==> src/rtl/beta_dmem_arbiter.sv <==
// ----------------------------------------------------------------------------
// beta_dmem_arbiter
//
// Shares the single-ported Beta data memory between the CPU load/store port
// and a DMA/debug port. Each granted access is latched, the memory strobes
// are held for MEM_LAT cycles, read data is captured into the owner's rdata
// register, and a one-cycle ack is returned to the owner.
//
// The CPU has fixed priority. A starvation counter tracks consecutive CPU
// grants taken while the DMA port was also requesting; once it reaches
// STARVE_LIMIT the DMA port wins the next tie.
//
// Ports:
//   CLK, RESET        clock (rising edge), synchronous active-low reset
//   cpu_*             CPU request/payload in, rdata/ack/stall out
//   dma_*             DMA request/payload in, rdata/ack out
//   mem_*             data memory interface (MA, MWD, MWR, MOE, MRD)
//   busy              high while an access is in ACCESS or DONE
// ----------------------------------------------------------------------------
module beta_dmem_arbiter #(
    parameter int MEM_LAT      = 1,
    parameter int STARVE_LIMIT = 4
) (
    input  logic        CLK,
    input  logic        RESET,

    input  logic        cpu_req,
    input  logic        cpu_wr,
    input  logic [31:0] cpu_addr,
    input  logic [31:0] cpu_wdata,
    output logic [31:0] cpu_rdata,
    output logic        cpu_ack,
    output logic        cpu_stall,

    input  logic        dma_req,
    input  logic        dma_wr,
    input  logic [31:0] dma_addr,
    input  logic [31:0] dma_wdata,
    output logic [31:0] dma_rdata,
    output logic        dma_ack,

    output logic [31:0] mem_addr,
    output logic [31:0] mem_wdata,
    output logic        mem_wr,
    output logic        mem_oe,
    input  logic [31:0] mem_rdata,

    output logic        busy
);

    typedef enum logic [1:0] {
        IDLE   = 2'd0,
        ACCESS = 2'd1,
        DONE   = 2'd2
    } state_t;

    localparam logic [3:0] LAT_INIT   = 4'(MEM_LAT - 1);
    localparam logic [3:0] STARVE_LIM = 4'(STARVE_LIMIT);

    state_t      state;
    logic        owner;        // 0 = CPU, 1 = DMA
    logic [3:0]  lat_cnt;
    logic [3:0]  starve_cnt;
    logic [31:0] addr_q;
    logic [31:0] wdata_q;
    logic        wr_q;

    // Saturating increment so a long CPU burst cannot wrap the counter
    // back below the limit and re-starve the DMA port.
    function automatic logic [3:0] sat_inc4(input logic [3:0] v);
        return (v == 4'hF) ? v : v + 4'd1;
    endfunction

    logic grant_any;
    logic grant_dma;
    logic sel_wr;

    assign grant_any = cpu_req | dma_req;
    assign grant_dma = dma_req & (~cpu_req | (starve_cnt >= STARVE_LIM));
    assign sel_wr    = grant_dma ? dma_wr : cpu_wr;

    // The memory address/data simply follow the latched payload, so they
    // hold their last value outside ACCESS.
    assign mem_addr  = addr_q;
    assign mem_wdata = wdata_q;

    assign cpu_stall = cpu_req & ~cpu_ack;

    always_ff @(posedge CLK) begin
        if (!RESET) begin
            state      <= IDLE;
            owner      <= 1'b0;
            lat_cnt    <= 4'd0;
            starve_cnt <= 4'd0;
            addr_q     <= 32'd0;
            wdata_q    <= 32'd0;
            wr_q       <= 1'b0;
            cpu_rdata  <= 32'd0;
            dma_rdata  <= 32'd0;
            cpu_ack    <= 1'b0;
            dma_ack    <= 1'b0;
            mem_wr     <= 1'b0;
            mem_oe     <= 1'b0;
            busy       <= 1'b0;
        end else begin
            case (state)
                // ---- arbitration and payload latch ----
                IDLE: begin
                    cpu_ack <= 1'b0;
                    dma_ack <= 1'b0;
                    if (grant_any) begin
                        owner   <= grant_dma;
                        addr_q  <= grant_dma ? dma_addr  : cpu_addr;
                        wdata_q <= grant_dma ? dma_wdata : cpu_wdata;
                        wr_q    <= sel_wr;
                        // Strobes are registered here so they are valid for
                        // the whole of the first ACCESS cycle.
                        mem_wr  <= sel_wr;
                        mem_oe  <= ~sel_wr;
                        busy    <= 1'b1;
                        lat_cnt <= LAT_INIT;
                        state   <= ACCESS;
                        if (grant_dma) begin
                            starve_cnt <= 4'd0;
                        end else if (dma_req) begin
                            starve_cnt <= sat_inc4(starve_cnt);
                        end
                    end
                end

                // ---- memory access, strobes held MEM_LAT cycles ----
                ACCESS: begin
                    if (lat_cnt == 4'd0) begin
                        if (!wr_q) begin
                            if (owner) begin
                                dma_rdata <= mem_rdata;
                            end else begin
                                cpu_rdata <= mem_rdata;
                            end
                        end
                        mem_wr  <= 1'b0;
                        mem_oe  <= 1'b0;
                        cpu_ack <= ~owner;
                        dma_ack <= owner;
                        state   <= DONE;
                    end else begin
                        lat_cnt <= lat_cnt - 4'd1;
                    end
                end

                // ---- completion: ack visible for exactly this cycle ----
                DONE: begin
                    cpu_ack <= 1'b0;
                    dma_ack <= 1'b0;
                    busy    <= 1'b0;
                    state   <= IDLE;
                end

                default: begin
                    cpu_ack <= 1'b0;
                    dma_ack <= 1'b0;
                    mem_wr  <= 1'b0;
                    mem_oe  <= 1'b0;
                    busy    <= 1'b0;
                    state   <= IDLE;
                end
            endcase
        end
    end

endmodule

==> config.mk <==
export PLATFORM = sky130hd
export DESIGN_NAME = beta_dmem_arbiter
export DESIGN_NICKNAME = d
export VERILOG_FILES = /design/src/rtl/beta_dmem_arbiter.sv
export SDC_FILE = /design/constraint.sdc
export NUM_CORES = 1
export LEC_CHECK = 0
export CAP_MARGIN = 20
export CORE_UTILIZATION = 40
export CTS_CLUSTER_SIZE = 40
export DETAILED_ROUTE_END_ITERATION = 6
export GPL_TIMING_DRIVEN = 0
export PLACE_DENSITY = 0.81
export SLEW_MARGIN = 0
export SYNTH_ARGS = -nofsm -noshare
export SYNTH_HDL_FRONTEND = slang
export SYNTH_SLANG_ARGS = --single-unit
==> constraint.sdc <==
create_clock -name CLK -period 2.4 [get_ports CLK]
set_clock_uncertainty 0.1 [all_clocks]
set_input_delay 0.72 -clock CLK [delete_from_list [all_inputs] [get_ports CLK]]
set_output_delay 0.72 -clock CLK [all_outputs]
set_load 0.01 [all_outputs]
Word level (Yosys, flattened, before mapping)
Index checks and enable logic that the tools add are counted.
- register bits: 145
- input port bits: 166
- output and inout port bits: 134
- logic and storage cells: 67
- add/sub/neg operators: 2
- $lt $le $gt $ge: 1
- equal/unequal tests: 7
- muxes and demuxes: 19
- bitwise gates (word level): 11
- reduce and logical (&&, ||, !) cells: 13
- operators by type and width (cell ; number):
    2-to-1 mux 32 bit ; 2
    2-to-1 mux 4 bit ; 5
    AND reduction 4 bit ; 3
    inequality test 2 bit, second input constant ; 4
    one-hot mux 4 bit (2 select lines) ; 1
    AND reduction 2 bit ; 4
    inverter 1 bit ; 7
    one-hot mux 1 bit (3 select lines) ; 2
    AND reduction 3 bit ; 2
    2-to-1 mux 1 bit ; 5
    adder 4 x 1 -> 4 bit, second input constant ; 1
    == test 4 bit, second input constant ; 1
    greater-or-equal comparator 4 x 3 -> 1 bit, second input constant ; 1
    zero test 4 bit ; 1
    2-to-1 mux 2 bit ; 2
    one-hot mux 2 bit (2 select lines) ; 1
    nonzero test 2 bit ; 2
    subtractor 4 x 1 -> 4 bit, second input constant ; 1
    bitwise AND 1 bit ; 2
    == test 2 x 1 -> 1 bit, second input constant ; 1
    == test 2 bit, second input constant ; 1
    zero test 2 bit ; 1
    bitwise OR 1 bit ; 2
    one-hot mux 1 bit (2 select lines) ; 1

Depth between registers and ports, before layout
- depth after elaboration: 7
- gate-level depth with buffers: 9
- mapped depth without buffers: 6

Worst setup path after synthesis
Ideal clock, no wire load.
- path type: register -> register
- start point: reg lat_cnt[0]
- end point: reg cpu_rdata[10]
- library setup time: 115 ps
- arrival: 1891 ps
- path slack: 294 ps
- stages on the path, launching flop included: 10
- period minus slack after synthesis: 2106 ps
- path through: dfxtp_1 > inv_1 > ha_1 > or3b_1 > buf_6 > or4b_4 > buf_6 > buf_6 > nand3_1 > o21ai_2
- word-level cells in the longest chain between the ends: 2
- ends and longest elaborated chain (element ; RTL line ; text):
    start, declared ; 62 ; logic [3:0] lat_cnt;
    start signal, assigned ; 147 ; lat_cnt <= lat_cnt - 4'd1;
    zero test 4 bit ; 133 ; if (lat_cnt == 4'd0) begin
    AND reduction 4 bit (no source line) ; - ;
    end signal, assigned ; 138 ; cpu_rdata <= mem_rdata;
    end, declared ; 31 ; output logic [31:0] cpu_rdata,
No other way between the ends.
A chain may end at the register's enable or synchronous reset.

Final worst setup path
- start point: reg lat_cnt[0]
- end point: reg cpu_rdata[22]
The elaborated chain is that of the path after synthesis.

==> flow_summary.yaml <==
outcome:
  status: "finished, final reports clean"
clock_tree:
  cts_tree: "yes"
  htree_levels: 4
  clk_pin_slew_ns: 0.06
  cts_inserted_buffers: 17
  cts_buffer_depth: 2
  cts.sinks: 145
  clk_latency_ns: 0.41
  hold_buffers: 0
  root_buffer: "clkbuf_16"
layout:
  final_nets: 1066
  area_growth_pct: 66.3
  mostFrequentLayoutCells: "clkdlybuf4s50_1 (297), dfxtp_1 (145), nand2_1 (72), mux2i_1 (67)"
  drive_gt1_frac: 0.110
  instances_no_fill: 1091
  layout_commonest_cell: "clkdlybuf4s50_1"
  fin_area_um2: 9610
  fillerInstances: 1152
yosys:
  synth_edf_count: 0
  synth_flop_cell: "dfxtp_1"
  synthArstFlopShare: 0
  yosysWarnings: 0
  syn_area_um2: 5780
  avgSynthCellArea_um2: 9.99
  synth_cell_types: 33
  synth_fp_nets: 747
  netlist_instances: 578
  yosysSeqAreaShare: 0.502
  ys_ff_latch: 145
power_and_ir_drop:
  p_int_uw: 4850
  p_leak_uw: 0.00380
  p_switching_uw: 1770
  vdd_ir_drop_max_mv: 0.542
  switching_share: 0.268
  p_total_uw: 6620
  power_density_nw_per_um2: 689
  clockPowerShare: 0.382
  combPwrFrac: 0.209
  seqPwrFrac: 0.409
sta:
  hold_viol: 0
  fin_ws_ns: 0.126
  min_period_ns: 2.27
  slew_headroom: 0.596
  slew_viol_final: 0
  worst_pin_slew_ns: 0.604
  fin_crit_sh: 0.947
  fmax_mhz: 440
  setup_violations: 0
  rsz0062_at_grt: "no"
hold_path:
  whs_endpoint: "dma_rdata[30]"
  min-delay-path-class: "reg -> reg"
  whs_path_depth: 2
  min-delay-start: "dma_rdata[30]"
placed_design:
  portBuffers: 299
  placed_cells: 1057
  hpwl_um: 14200
  globalplace.congestion: 0.806
  dpl_worst_slack_ns: -0.736
  dpl_cell_area_um2: 8990
die:
  start_util: 0.413
  row_count: 43
  die_w_um: 122
  ioPinCount: 300
  dieHeight_um: 122
  core_area_um2: 14000
  die_area_um2: 14900
critical_path:
  critPathBufInv: 4
  crit_path_frequent_cell: "buf_6"
  crit_fanout: 10
  path_class: "reg -> reg"
  cp-end-kind: "register"
  cp.arrival_ns: 2.48
  rr_startpoint: "lat_cnt[0]"
  reg2reg_depth: 9
  startpoint_type: "register"
  worstReg2RegEnd: "cpu_rdata[22]"
  r2r_slack_ns: 0.13
  crit_path_max_incr_delay_ns: 0.49
  cp_data_required_time_ns: 2.60
  cp_top_family: "simple AND/OR/NAND/NOR gates"
  slowest_stage: "or4b_4"
  crit_chain: "inv_1, ha_1, or3b_1, buf_6, or4b_4, buf_6, buf_6, nand3_1, o21ai_2"
route:
  drc: 0
  wl_per_cell_um: 16.8
  dr.first_iter.drc_count: 190
  via_per_inst: 5.00
  first_pass_iters: 4
  vias: 5458
  wl_um: 18300
  detail-route-antenna-nets: 0
global_route:
  grt_max_degree: 17
  grt_pass1_wl_um: 27200
  grt_pass1_vias: 5143
  antenna_found_initial: 0
  overflow: 0
  grt_use_total: 0.239
run:
  drv_cap: 0
## registers in the layout (all words and copies together), names as in the netlist, 2 cells and up
signal	count
dma_rdata	32
mem_wdata	32
lat_cnt	4
cpu_rdata	32
state	2
starve_cnt	4
mem_addr	32
## per-stage QoR
| step | setup TNS (ns) | hold WS, ns | util |
|---|---|---|---|
| 2_1_floorplan | 0 | 0.356 | - |
| 3_3_place_gp | -47.90 | 0.340 | 0.643 |
| 3_5_place_dp | -54.60 | 0.348 | 0.643 |
| 4_1_cts | -0.173 | 0.360 | 0.684 |
| 5_1_grt | 0 | 0.371 | 0.687 |
| 6_report | 0 | 0.356 | 0.687 |
## tightest hold or removal path: stages (launching register included)
cell and delay [ns]:
dfxtp_1 0.31, nand2_1 0.05, o21ai_0 0.06
## worst max-delay path by stage
stage	start	end	slack, ns	depth (start not counted)
final	lat_cnt[0]	cpu_rdata[22]	0.13	9
after CTS	cpu_req	mem_wdata[23]	-0.03	7
after floorplan	lat_cnt[0]	cpu_rdata[10]	0.29	9
after global placement	cpu_req	mem_addr[28]	-0.65	7
after global routing	lat_cnt[0]	dma_rdata[9]	0.001	9
after detailed placement	cpu_req	mem_wdata[30]	-0.74	7
## kinds of logic (layout without fill, tap and decap cells)
family | count (synthesis) | after routing | synth area share
compound gates | 143 | 143 | 0.192
flops | 145 | 145 | 0.502
xor+xnor | 4 | 4 | 0.00607
other cells | 0 | 1 | 0
mux | 67 | 67 | 0.116
fa+ha+maj | 3 | 3 | 0.00650
simple gates | 162 | 162 | 0.127
buf+inv | 54 | 386 | 0.0498
## power groups by stage
stage          logic (uW)  registers [uW]  clock network [uW]
2_1_floorplan         492            2840                   0
3_3_place_gp         1370            2750                   0
3_5_place_dp         1390            2760                   0
4_1_cts              1390            2710                2580
5_1_grt              1480            2730                2700
6_report             1390            2710                2530
## cell type report
cell class                      instances  area [um2]  area share
Antenna cell                            1        2.50    0.000260
Buffer                                 51         295      0.0307
Clock buffer                           19         443      0.0461
Clock inverter                         13         128      0.0133
Inverter                                3        11.3     0.00117
Multi-Input combinational cell        379        2600       0.271
Sequential cell                       145        2900       0.302
Tap cell                              180         225      0.0234
Timing Repair Buffer                  300        3000       0.312
## layer usage
metal,vias to the layer above,track usage,part of all wire
met5,-,0,0
met4,0,0.0747,0.022
met3,24,0.0871,0.086
met2,193,0.409,0.49
met1,2510,0.275,0.40
li1,2731,-,-
## repair_timing
action                                  4_1_cts  5_1_grt
buffers inserted                              0        1
resized for setup                            11       20
endpoints found under the setup margin       59       78
## cells in the mapped netlist (all sizes together), types with 2 or more instances
cell,instances,area [um2]
inv,3,11.3
buf,24,175
o21ai,67,455
ha,3,37.5
nor2,13,48.8
a32o,2,20.0
dfxtp,145,2900
nand3,66,330
nand2,72,270
nor3b,2,15.0
o2bb2ai,66,578
xor2,3,26.3
clkbuf,27,101
nor2b,2,12.5
a21oi,2,10.0
mux2i,67,671
and2,2,12.5
(Power assumes the default switching activity.)
